[src/rtl/huffman_decoder.sv]
// Serial Huffman decoder: shifts code bits in MSB-first and scans the shared code table
// one entry per cycle until a (len, code) match yields the 7-bit ASCII symbol.

module huffman_table (
  input  logic [6:0] idx,
  output logic [9:0] code,
  output logic [3:0] len
);
  // Canonical code: 16x5b (0x60-0x6F), 32x7b (0x20-0x3F), 64x9b, 16x10b (0x10-0x1F).
  // Kraft sum is below one, so codes 912..1023 at 10 bits stay unused.
  always_comb begin
    code = '0;
    len  = '0;
    if (idx[6:4] == 3'b110) begin
      len  = 4'd5;
      code = {6'd0, idx[3:0]};
    end else if (idx[6:5] == 2'b01) begin
      len  = 4'd7;
      code = 10'd64 + {5'd0, idx[4:0]};
    end else if (idx[6:5] == 2'b10) begin
      len  = 4'd9;
      code = 10'd384 + {5'd0, idx[4:0]};
    end else if (idx[6:4] == 3'b111) begin
      len  = 4'd9;
      code = 10'd416 + {6'd0, idx[3:0]};
    end else if (idx[6:4] == 3'b000) begin
      len  = 4'd9;
      code = 10'd432 + {6'd0, idx[3:0]};
    end else begin
      len  = 4'd10;
      code = 10'd896 + {6'd0, idx[3:0]};
    end
  end
endmodule

module huffman_decoder #(
  parameter int MAX_LEN = 10,
  parameter int NSYM    = 128
) (
  input  logic       clk,
  input  logic       reset,
  input  logic       flush,
  input  logic       bit_in,
  input  logic       bit_valid,
  output logic       bit_ready,
  output logic [6:0] ascii_out,
  output logic       valid_out,
  input  logic       out_ready,
  output logic       error,
  output logic       busy
);
  localparam logic [6:0] LAST_IDX = 7'(NSYM - 1);
  localparam logic [3:0] MAX_CNT  = 4'(MAX_LEN);

  typedef enum logic [1:0] {IDLE, SCAN, HOLD, ERR} state_t;

  state_t             state;
  logic [MAX_LEN-1:0] acc;
  logic [3:0]         cnt;
  logic [6:0]         idx;
  logic [9:0]         tbl_code;
  logic [3:0]         tbl_len;
  logic               hit;

  huffman_table u_table (
    .idx  (idx),
    .code (tbl_code),
    .len  (tbl_len)
  );

  // len==0 entries are unused slots and must never match an empty accumulator.
  assign hit       = (tbl_len != 4'd0) && (tbl_len == cnt) && (tbl_code == acc);
  assign bit_ready = (state == IDLE);
  assign busy      = (cnt != 4'd0) || (state == SCAN);

  always_ff @(posedge clk or posedge reset) begin
    if (reset) begin
      state     <= IDLE;
      acc       <= '0;
      cnt       <= '0;
      idx       <= '0;
      ascii_out <= '0;
      valid_out <= 1'b0;
      error     <= 1'b0;
    end else if (flush) begin
      state     <= IDLE;
      acc       <= '0;
      cnt       <= '0;
      idx       <= '0;
      valid_out <= 1'b0;
      error     <= 1'b0;
    end else begin
      case (state)
        IDLE: begin
          if (bit_valid) begin
            acc   <= {acc[MAX_LEN-2:0], bit_in};
            cnt   <= cnt + 4'd1;
            idx   <= '0;
            state <= SCAN;
          end
        end
        SCAN: begin
          if (hit) begin
            ascii_out <= idx;
            valid_out <= 1'b1;
            acc       <= '0;
            cnt       <= '0;
            state     <= HOLD;
          end else if (idx != LAST_IDX) begin
            idx <= idx + 7'd1;
          end else if (cnt < MAX_CNT) begin
            state <= IDLE;
          end else begin
            // Clearing on entry lets busy drop while the error pulse is visible.
            acc   <= '0;
            cnt   <= '0;
            idx   <= '0;
            error <= 1'b1;
            state <= ERR;
          end
        end
        HOLD: begin
          if (out_ready) begin
            valid_out <= 1'b0;
            state     <= IDLE;
          end
        end
        ERR: begin
          error <= 1'b0;
          state <= IDLE;
        end
        default: state <= IDLE;
      endcase
    end
  end
endmodule

[config.mk]
export PLATFORM = sky130hd
export DESIGN_NAME = huffman_decoder
export DESIGN_NICKNAME = d
export VERILOG_FILES = /design/src/rtl/huffman_decoder.sv
export SDC_FILE = /design/constraint.sdc
export NUM_CORES = 1
export LEC_CHECK = 0
export ABC_CLOCK_PERIOD_IN_PS = 2790
export BUFFER_PORTS_ARGS = -buffer_cell sky130_fd_sc_hd__buf_2
export CORE_MARGIN = 4
export CORE_UTILIZATION = 58
export DETAILED_ROUTE_END_ITERATION = 8
export PLACE_DENSITY = 0.85
export SYNTH_ARGS = -nofsm -noshare
export SYNTH_HDL_FRONTEND = slang
export SYNTH_SLANG_ARGS = --single-unit
[constraint.sdc]
create_clock -name clk -period 2.79 [get_ports clk]
set_clock_uncertainty 0.05 [all_clocks]
set_input_delay 0.558 -clock clk [delete_from_list [all_inputs] [get_ports clk]]
set_output_delay 0.558 -clock clk [all_outputs]
set_load 0.03 [all_outputs]
# After elaboration in Yosys (flattened, before gate mapping)
# Cells that the tools add are included.
[totals]
register_bits = 32
inputBits = 6
elab_cells = 95
out_inout_bits = 11
[classes]
bitwise_logic = 1
addsub = 7
reduce_logical = 16
muxes = 44
n_eq_ne = 19
order_cmp = 1
[ops]
columns = ["cell", "n"]
rows = [
  ["10-bit 2-to-1 mux", 10],
  ["4-bit 2-to-1 mux", 9],
  ["7-bit 2-to-1 mux", 5],
  ["9-bit by 4-bit adder with 10-bit output, first input constant", 2],
  ["10-bit case mux with 2 select lines", 1],
  ["3-bit inequality test, second input constant", 6],
  ["2-bit 2-to-1 mux", 7],
  ["7-bit case mux with 2 select lines", 1],
  ["4-bit inequality test, second input constant", 3],
  ["4-bit AND reduction", 3],
  ["9-bit by 5-bit adder with 10-bit output, first input constant", 1],
  ["10-bit == test", 1],
  ["8-bit by 5-bit adder with 9-bit output, first input constant", 1],
  ["3-bit AND reduction", 3],
  ["3-bit nonzero test", 3],
  ["7-bit by 5-bit adder with 8-bit output, first input constant", 1],
  ["2-bit case mux with 4 select lines", 1],
  ["4-bit case mux with 2 select lines", 1],
  ["4-bit nonzero test", 2],
  ["7-bit by 1-bit adder with 7-bit output, second input constant", 1],
  ["1-bit 2-to-1 mux", 7],
  ["7-bit inequality test, second input constant", 1],
  ["2-bit == test, second input constant", 3],
  ["3-bit == test, second input constant", 2],
  ["10 further kinds", 13],
]

# Depth between registers and ports, before layout
# Gate-level depths: netlist of the first run.
[logic_depth]
word_depth = 12
depth_mapped = 8
ltp_nobuf = 7

# Hierarchy
# Synthesis of the first run repeated with hierarchy kept, for this count alone.
[hier_totals]
hier_cells = 175
hier_area_um2 = 1875.5
[modules_own_cells]
columns = ["mod", "seq_area_each_um2", "cells_per_inst", "area_each_um2", "instances"]
rows = [
  ["huffman_decoder", 800.8, 157, 1747.9, 1],
  ["huffman_table", 0.0, 18, 127.6, 1],
]

# Least setup slack after synthesis of the first run
# No wires, ideal clock.
[synth_path]
path_kind = "register -> register"
start = "register idx[6]"
end = "register acc[6]"
required_ps = 2619
path_stages_with_launch = 9
setup_time_ps = 121
n_path_buf = 2
setup_slack_ps = 630
t_arrival_ps = 1989
period_less_slack_ps = 2160
path_cell_list = "dfrtp_1 -> buf_6 -> or4b_1 -> o21ai_0 -> o2bb2ai_2 -> o2111ai_4 -> a21o_1 -> buf_6 -> a22o_1"
[synth_between]
elab_chain_cells = 12
word_cells_on_any_way = 27
classes_between = "eq/ne: 9; mux: 13; reduce/logical: 5"
[synth_rtl]
columns = ["element", "line", "rtl"]
rows = [
  ["start, declared", "60", "logic [6:0] idx;"],
  ["start signal, assigned", "110", "idx <= idx + 7'd1;"],
  ["3-bit logical NOT", "26", "end else if (idx[6:4] == 3'b000) begin"],
  ["2-bit 2-to-1 mux", "26", ""],
  ["4-bit 2-to-1 mux", "23", "end else if (idx[6:4] == 3'b111) begin"],
  ["4-bit 2-to-1 mux", "20", "end else if (idx[6:5] == 2'b10) begin"],
  ["4-bit 2-to-1 mux", "17", "end else if (idx[6:5] == 2'b01) begin"],
  ["4-bit 2-to-1 mux", "14", "if (idx[6:4] == 3'b110) begin"],
  ["4-bit == test or 4-bit nonzero test (tied branches)", "72", "assign hit = (tbl_len != 4'd0) && (tbl_len == cnt) && (tbl_code == acc);"],
  ["1-bit logical AND (2 in series)", "72", ""],
  ["10-bit 2-to-1 mux", "103", "if (hit) begin"],
  ["10-bit case mux with 2 select lines", "93", "case (state)"],
  ["10-bit 2-to-1 mux", "85", "end else if (flush) begin"],
  ["end signal, assigned", "96", "acc <= {acc[MAX_LEN-2:0], bit_in};"],
  ["end, declared", "58", "logic [MAX_LEN-1:0] acc;"],
]
# Several ways; a longest one is shown, not always the timed one.
# A chain may end at the register's enable or synchronous reset.

# Worst setup path in the final report of the first run
[layout_path]
start = "register idx[6]"
end = "register cnt[0]"
[layout_between]
elab_chain_cells = 12
word_cells_on_any_way = 27
classes_between = "eq/ne: 9; mux: 13; reduce/logical: 5"
[layout_rtl]
columns = ["element", "line", "rtl"]
rows = [
  ["3-bit logical NOT", "26", ""],
  ["2-bit 2-to-1 mux", "26", ""],
  ["4-bit 2-to-1 mux", "23", ""],
  ["4-bit 2-to-1 mux", "20", ""],
  ["4-bit 2-to-1 mux", "17", ""],
  ["4-bit 2-to-1 mux", "14", ""],
  ["4-bit == test or 4-bit nonzero test (tied branches)", "72", ""],
  ["1-bit logical AND (2 in series)", "72", ""],
  ["4-bit 2-to-1 mux", "103", ""],
  ["4-bit case mux with 2 select lines", "93", ""],
  ["4-bit 2-to-1 mux", "85", ""],
  ["end signal, assigned", "97", "cnt <= cnt + 4'd1;"],
  ["end, declared", "59", "logic [3:0] cnt;"],
]
# Several ways; a longest one is shown, not always the timed one.

==> reports/results.tsv, run 1 <==
stage	metric	value	unit
placed_design	io_buffers	16	
placed_design	dp_hpwl	2810	µm
clock_tree	cts_resized	0	
detailed_routing	drt-pass1-iter-count	6	
placed_design	dp_slack	0.422	ns
timing	tightest_slew	0.758	ns
detailed_routing	viasPerCell	6.25	
detailed_routing	wl	3950	µm
grt	grt_first_pass_wirelength	6850	µm
detailed_routing	num_vias	1482	
pwr	p_sw_frac	0.275	
synth	ys_types	49	
die	ioPinCount	17	
grt	grt_usage	0.212	
synth	synth_edf_count	0	
synth	synth_ff_type	dfrtp_1	
synth	synth_area_leaders	dfrtp_1 44%, a22o_1 5.8%, mux2_2 5.6%	
pwr	power.total	980	µW
detailed_routing	ant_nets	0	
timing	fin_crit	2.41	ns
clock_tree	ctsRootBufferMaster	clkbuf_4	
clock_tree	cts_tree	built	
die	row_count	19	
synth	synth_cells	176	
min_path	hold_class	input port to async pin	
grt	met3_usage	0.0420	
worst_setup_path	path_depth	6	
layout	drive_gt1_frac	0.226	
synth	synth_warnings	0	
synth	synth_top_area_cell	dfrtp_1	
die	coreArea	0.00288	mm²
grt	met2_usage	0.345	
clock_tree	cts_buffer_depth	2	
worst_setup_path	crit_chain	and2b_1 > nand2_1 > nor4b_1 > o2111ai_4 > a21o_1 > mux2_2	
worst_setup_path	worst_setup_path_end_kind	register	
timing	maxSlewHeadroom	0.493	
synth	yosysTopAreaCellShare	0.443	
synth	synthArstFlopShare	1.00	
pwr	internal_power	711	µW
placed_design	place_congestion	0.894	
clock_tree	hold_buffers	0	
synth	synth_seq_cells	32	
worst_setup_path	start_kind	register	
grt	use_met1	0.271	
layout	nets	203	
worst_setup_path	crit_fanout	14	
die	fp.dieArea	0.00407	mm²
job	drv_cap	0	
timing	timing.final.crit_share	0.864	
worst_setup_path	critPathKind	register to register	
pwr	p_comb_frac	0.125	
timing	setup_violations	0	
worst_setup_path	slowest_stage	dfrtp_1	
clock_tree	cts_made_buffers	5	
worst_setup_path	path_buf_inv	0	
die	die_w	63.8	µm
timing	slew_violations	0	
pwr	pwr_density_cell	491	mW/mm²
timing	rsz0062_at_grt	no	
worst_setup_path	reg2regPathDepth	6	
pwr	power_frac_clock	0.366	
run_status	status	completed	
synth	synth_area	0.00181	mm²
worst_setup_path	cpPeakStageDelay	0.54	ns
clock_tree	clock_latency	0.36	ns
pwr	p_sw	269	µW
pwr	vdd_drop_max	0.402	mV
grt	grt_max_degree	33	
timing	clock.fmax	0.415	GHz
clock_tree	post_cts_buffers	0	
synth	synth_seq_area_share	0.443	
clock_tree	cts.clk_slew.worst_paths	0.11	ns
detailed_routing	avgRoutedWirePerCell	16.7	µm
die	die_y	63.8	µm
clock_tree	htreeDepth	2	
worst_setup_path	cp-startpoint	idx[6]	
synth	synth.avg_cell_area	10.3	µm²
clock_tree	cts_sinks	32	
die	start_util	0.628	
worst_setup_path	critPathArrivalTime	2.60	ns
worst_setup_path	required	2.98	ns
detailed_routing	drc	0	
synth	syn_nets	185	
layout	area_growth	10.5	%
pwr	p_leak	0.000893	µW
worst_setup_path	cp_top_family	simple AND/OR/NAND/NOR gates	
layout	diodes	0	
timing	fin_setup_tns	0	ns
timing	postLayoutSetupSlackWorst	0.380	ns
grt	antenna_found_initial	0	
grt	grt_pass1_vias	1476	
worst_setup_path	worstReg2RegStart	idx[6]	
detailed_routing	dr.first_iter.drc_count	127	
grt	busiest_layer	met2	
pwr	seqPwrFrac	0.510	
timing	hold_viol	0	
grt	overflow	0	
-- worst reg2reg max path, cell delays in order, from the launching register on --
cell and delay (ns):
dfrtp_1 0.54, and2b_1 0.29, nand2_1 0.06, nor4b_1 0.46, o2111ai_4 0.21, a21o_1 0.36
mux2_2 0.33
-- flip-flops by register name (all words and copies together), names as in the netlist --
signal,count
acc,10
ascii_out,7
idx,7
cnt,4
state,2
error,1
valid_out,1
-- metrics by stage --
step | hold WS [ns] | util | instances | instance area, µm²
finish | 0.210 | 0.694 | 237 | 2000
global route | 0.266 | 0.694 | 237 | 2000
CTS | 0.228 | 0.694 | 237 | 2000
detailed placement | 0.440 | 0.666 | 229 | 1920
global placement | 0.435 | 0.666 | 229 | 1920
floorplan | 0.419 | - | 176 | 1810
-- Yosys cell counts, drive strengths merged (2+ instances only) --
| cell | n |
|---|---|
| or2 | 3 |
| a41o | 2 |
| nand4 | 4 |
| nand2b | 4 |
| mux2i | 2 |
| mux2 | 9 |
| nor3 | 4 |
| clkbuf | 5 |
| nand2 | 6 |
| xnor2 | 4 |
| dfrtp | 32 |
| a31oi | 5 |
| ha | 3 |
| o21ai | 8 |
| buf | 4 |
| o2bb2ai | 3 |
| a21o | 4 |
| a21oi | 5 |
| inv | 8 |
| nor2 | 16 |
| nand3 | 7 |
| a22o | 12 |
| o2111ai | 2 |
| nor2b | 4 |
-- path summary, 6_finish.rpt --
check,endpoint,slack (ns)
worst min-delay path,idx[4],0.21
worst min register to register,ascii_out[5],0.47
min in group clk,acc[0],0.37
worst max-delay path,cnt[0],0.38
worst max register to register,cnt[0],0.38
max in group asynchronous,acc[7],2.18
-- cell usage in the layout (no fill, tap or decap), types with 5 or more instances in the layout --
cell       n
a31oi_1    5
dfrtp_1   32
nor2_1    15
buf_2     16
a22o_1    12
o21ai_0    8
nand2_1    6
clkbuf_4   5
mux2_2     9
a21oi_1    5
inv_1      8
nand3_1    7
-- layout make-up --
class                   count  area [µm²]
repair buffers             20         110
multi-input cells         127         922
inverters                   8        30.0
well taps                  42        52.6
fillers                   214         881
flip-flops and latches     32         801
clock inverters             3        42.5
clock buffers               5        37.5
-- power by group through the flow --
stage,clock [µW],combinational [µW],sequential [µW]
2_1_floorplan,0,93.3,505
3_3_place_gp,0,119,506
3_5_place_dp,0,123,508
4_1_cts,359,124,499
5_1_grt,380,136,503
6_report,358,122,500
-- layer usage --
metal	vias up	wire length, µm
met3	15	245
met4	0	104
met2	64	1920
li1	694	-
met1	709	1690
met5	-	0
-- cells by family after synthesis --
logic type      Yosys count  share of synthesized area
simple gates             58                      0.179
fa+ha+maj                 3                     0.0208
buf+inv                  17                     0.0464
xor+xnor                  4                     0.0194
mux                      11                     0.0672
compound gates           51                      0.224
flops                    32                      0.443
(Power assumes the default switching activity.)
==> inputs of run 2 (changes only) <==
- CORE_ASPECT_RATIO: not set -> 0.6
==> run 2 against run 1 <==
Routed wire length up 3.4%. First-iteration DRC count rose by 51%. Clock-buffer cell count rose by 1. Flip-flop and latch count unchanged. Design area increased by 0.63%. Maximum frequency decreased by 2.0%. Critical endpoint is now ascii_out[0]. Highest routed layer unchanged.
==> reports/results.tsv, run 2 (synthesis results as in run 1) <==
stage	metric	value	unit
grt	antenna_found_initial	0	
die	coreArea	0.00293	mm²
timing	maxSlewHeadroom	0.500	
clock_tree	cts_resized	0	
clock_tree	post_cts_buffers	0	
timing	setup_violations	0	
job	drv_cap	0	
detailed_routing	drc	0	
run_status	status	completed	
placed_design	io_buffers	16	
layout	stdcell_count	237	
grt	grt_first_pass_wirelength	6850	µm
pwr	p_sw_frac	0.273	
clock_tree	cts.clk_slew.worst_paths	0.07	ns
placed_design	dp.cells	229	
detailed_routing	dr.first_iter.drc_count	192	
pwr	power.total	991	µW
grt	grt_pass1_vias	1435	
clock_tree	cts_buffer_depth	2	
layout	drive_gt1_frac	0.226	
clock_tree	cts_tree	built	
pwr	vdd_drop_max	0.340	mV
die	ioPinCount	17	
worst_setup_path	required	2.91	ns
die	start_util	0.617	
grt	grt_max_degree	33	
layout	nets	203	
detailed_routing	viasPerCell	6.38	
layout	mostFrequentLayoutCell	dfrtp_1	
placed_design	place_congestion	0.918	
layout	area_growth	11.1	%
pwr	pwr_density_cell	494	mW/mm²
clock_tree	cts_sinks	32	
pwr	seqPwrFrac	0.507	
clock_tree	clock_latency	0.29	ns
timing	timing.final.crit_share	0.882	
timing	fin_setup_tns	0	ns
placed_design	dp_hpwl	2890	µm
worst_setup_path	critPathArrivalTime	2.58	ns
layout	largest_reg_flops	10	
pwr	p_comb_frac	0.123	
worst_setup_path	worst_setup_path_end_kind	register	
pwr	power_frac_clock	0.369	
clock_tree	hold_buffers	0	
timing	tightest_slew	0.747	ns
die	die_w	80.1	µm
worst_setup_path	critPathKind	register to register	
clock_tree	htreeDepth	2	
pwr	p_leak	0.000903	µW
timing	rsz0062_at_grt	no	
layout	reg_top3	acc: 10 flops, ascii_out: 7 flops, idx: 7 flops	
detailed_routing	wl	4090	µm
die	die_y	51.2	µm
timing	fin_crit	2.46	ns
layout	multi_input_area	922	µm²
detailed_routing	num_vias	1511	
detailed_routing	ant_nets	0	
layout	fillCellCount	239	
layout	final_util	0.686	
layout	diodes	0	
die	row_count	15	
grt	grt_usage	0.224	
worst_setup_path	crit_fanout	14	
detailed_routing	drt-pass1-iter-count	5	
clock_tree	ctsRootBufferMaster	clkbuf_8	
pwr	p_sw	270	µW
clock_tree	cts_made_buffers	5	
min_path	hold_class	input port to async pin	
grt	overflow	0	
layout	layout.area.seq	801	µm²
detailed_routing	avgRoutedWirePerCell	17.3	µm
timing	clock.fmax	0.407	GHz
layout	layout_common_cells	32 x dfrtp_1, 16 x buf_2, 15 x nor2_1	
worst_setup_path	start_kind	register	
die	fp.dieArea	0.00410	mm²
pwr	internal_power	721	µW
timing	hold_viol	0	
timing	slew_violations	0	
layout	largest_register	acc	
## run 2: worst paths after layout
kind | startpoint | endpoint | slack [ns] | depth (start not counted)
worst max-delay path | idx[6] | ascii_out[0] | 0.33 | 6
worst min-delay path | reset | cnt[3] | 0.28 | 3
worst max register to register | idx[6] | ascii_out[0] | 0.33 | 6
worst min register to register | ascii_out[5] | ascii_out[5] | 0.45 | 1
max in group asynchronous | reset | idx[0] | 2.11 | 3
min in group clk | bit_in | acc[0] | 0.43 | 2
## run 2: power by group through the flow
stage | sequential, µW | combinational (µW) | clock (µW)
after global routing | 504 | 136 | 391
after detailed placement | 510 | 122 | 0
after global placement | 508 | 118 | 0
final | 503 | 122 | 366
after floorplan | 505 | 93.3 | 0
after CTS | 501 | 124 | 371
## run 2: metrics by stage
stage | instance area (µm²) | worst slack [ns] | hold slack (ns)
after detailed placement | 1920 | 0.324 | 0.440
after CTS | 2010 | 0.319 | 0.304
after floorplan | 1810 | 0.630 | 0.419
after global routing | 2010 | 0.174 | 0.345
final | 2010 | 0.330 | 0.278
after global placement | 1920 | 0.468 | 0.433
## run 2: area by class of cell
cell class	count	area share
clock buffers	6	0.0411
multi-input cells	127	0.459
inverters	8	0.0150
well taps	42	0.0262
repair buffers	20	0.0548
flip-flops and latches	32	0.399
clock inverters	2	0.00498
## run 2: critical path: stages, from the launching register on
cell and delay (ns):
dfrtp_1 0.51, and2b_1 0.28, nand2_1 0.06, nor4b_1 0.46, o2111ai_4 0.27, nor2_4 0.31, mux2_2 0.39
## run 2: metal layers
layer / part of all wire / vias up / GRT usage / wire length, µm
li1: - / 700 / - / -
met1: 0.43 / 725 / 0.304 / 1780
met2: 0.45 / 76 / 0.327 / 1830
met3: 0.096 / 10 / 0.0651 / 391
met4: 0.021 / 0 / 0.112 / 87
met5: 0 / - / 0 / 0
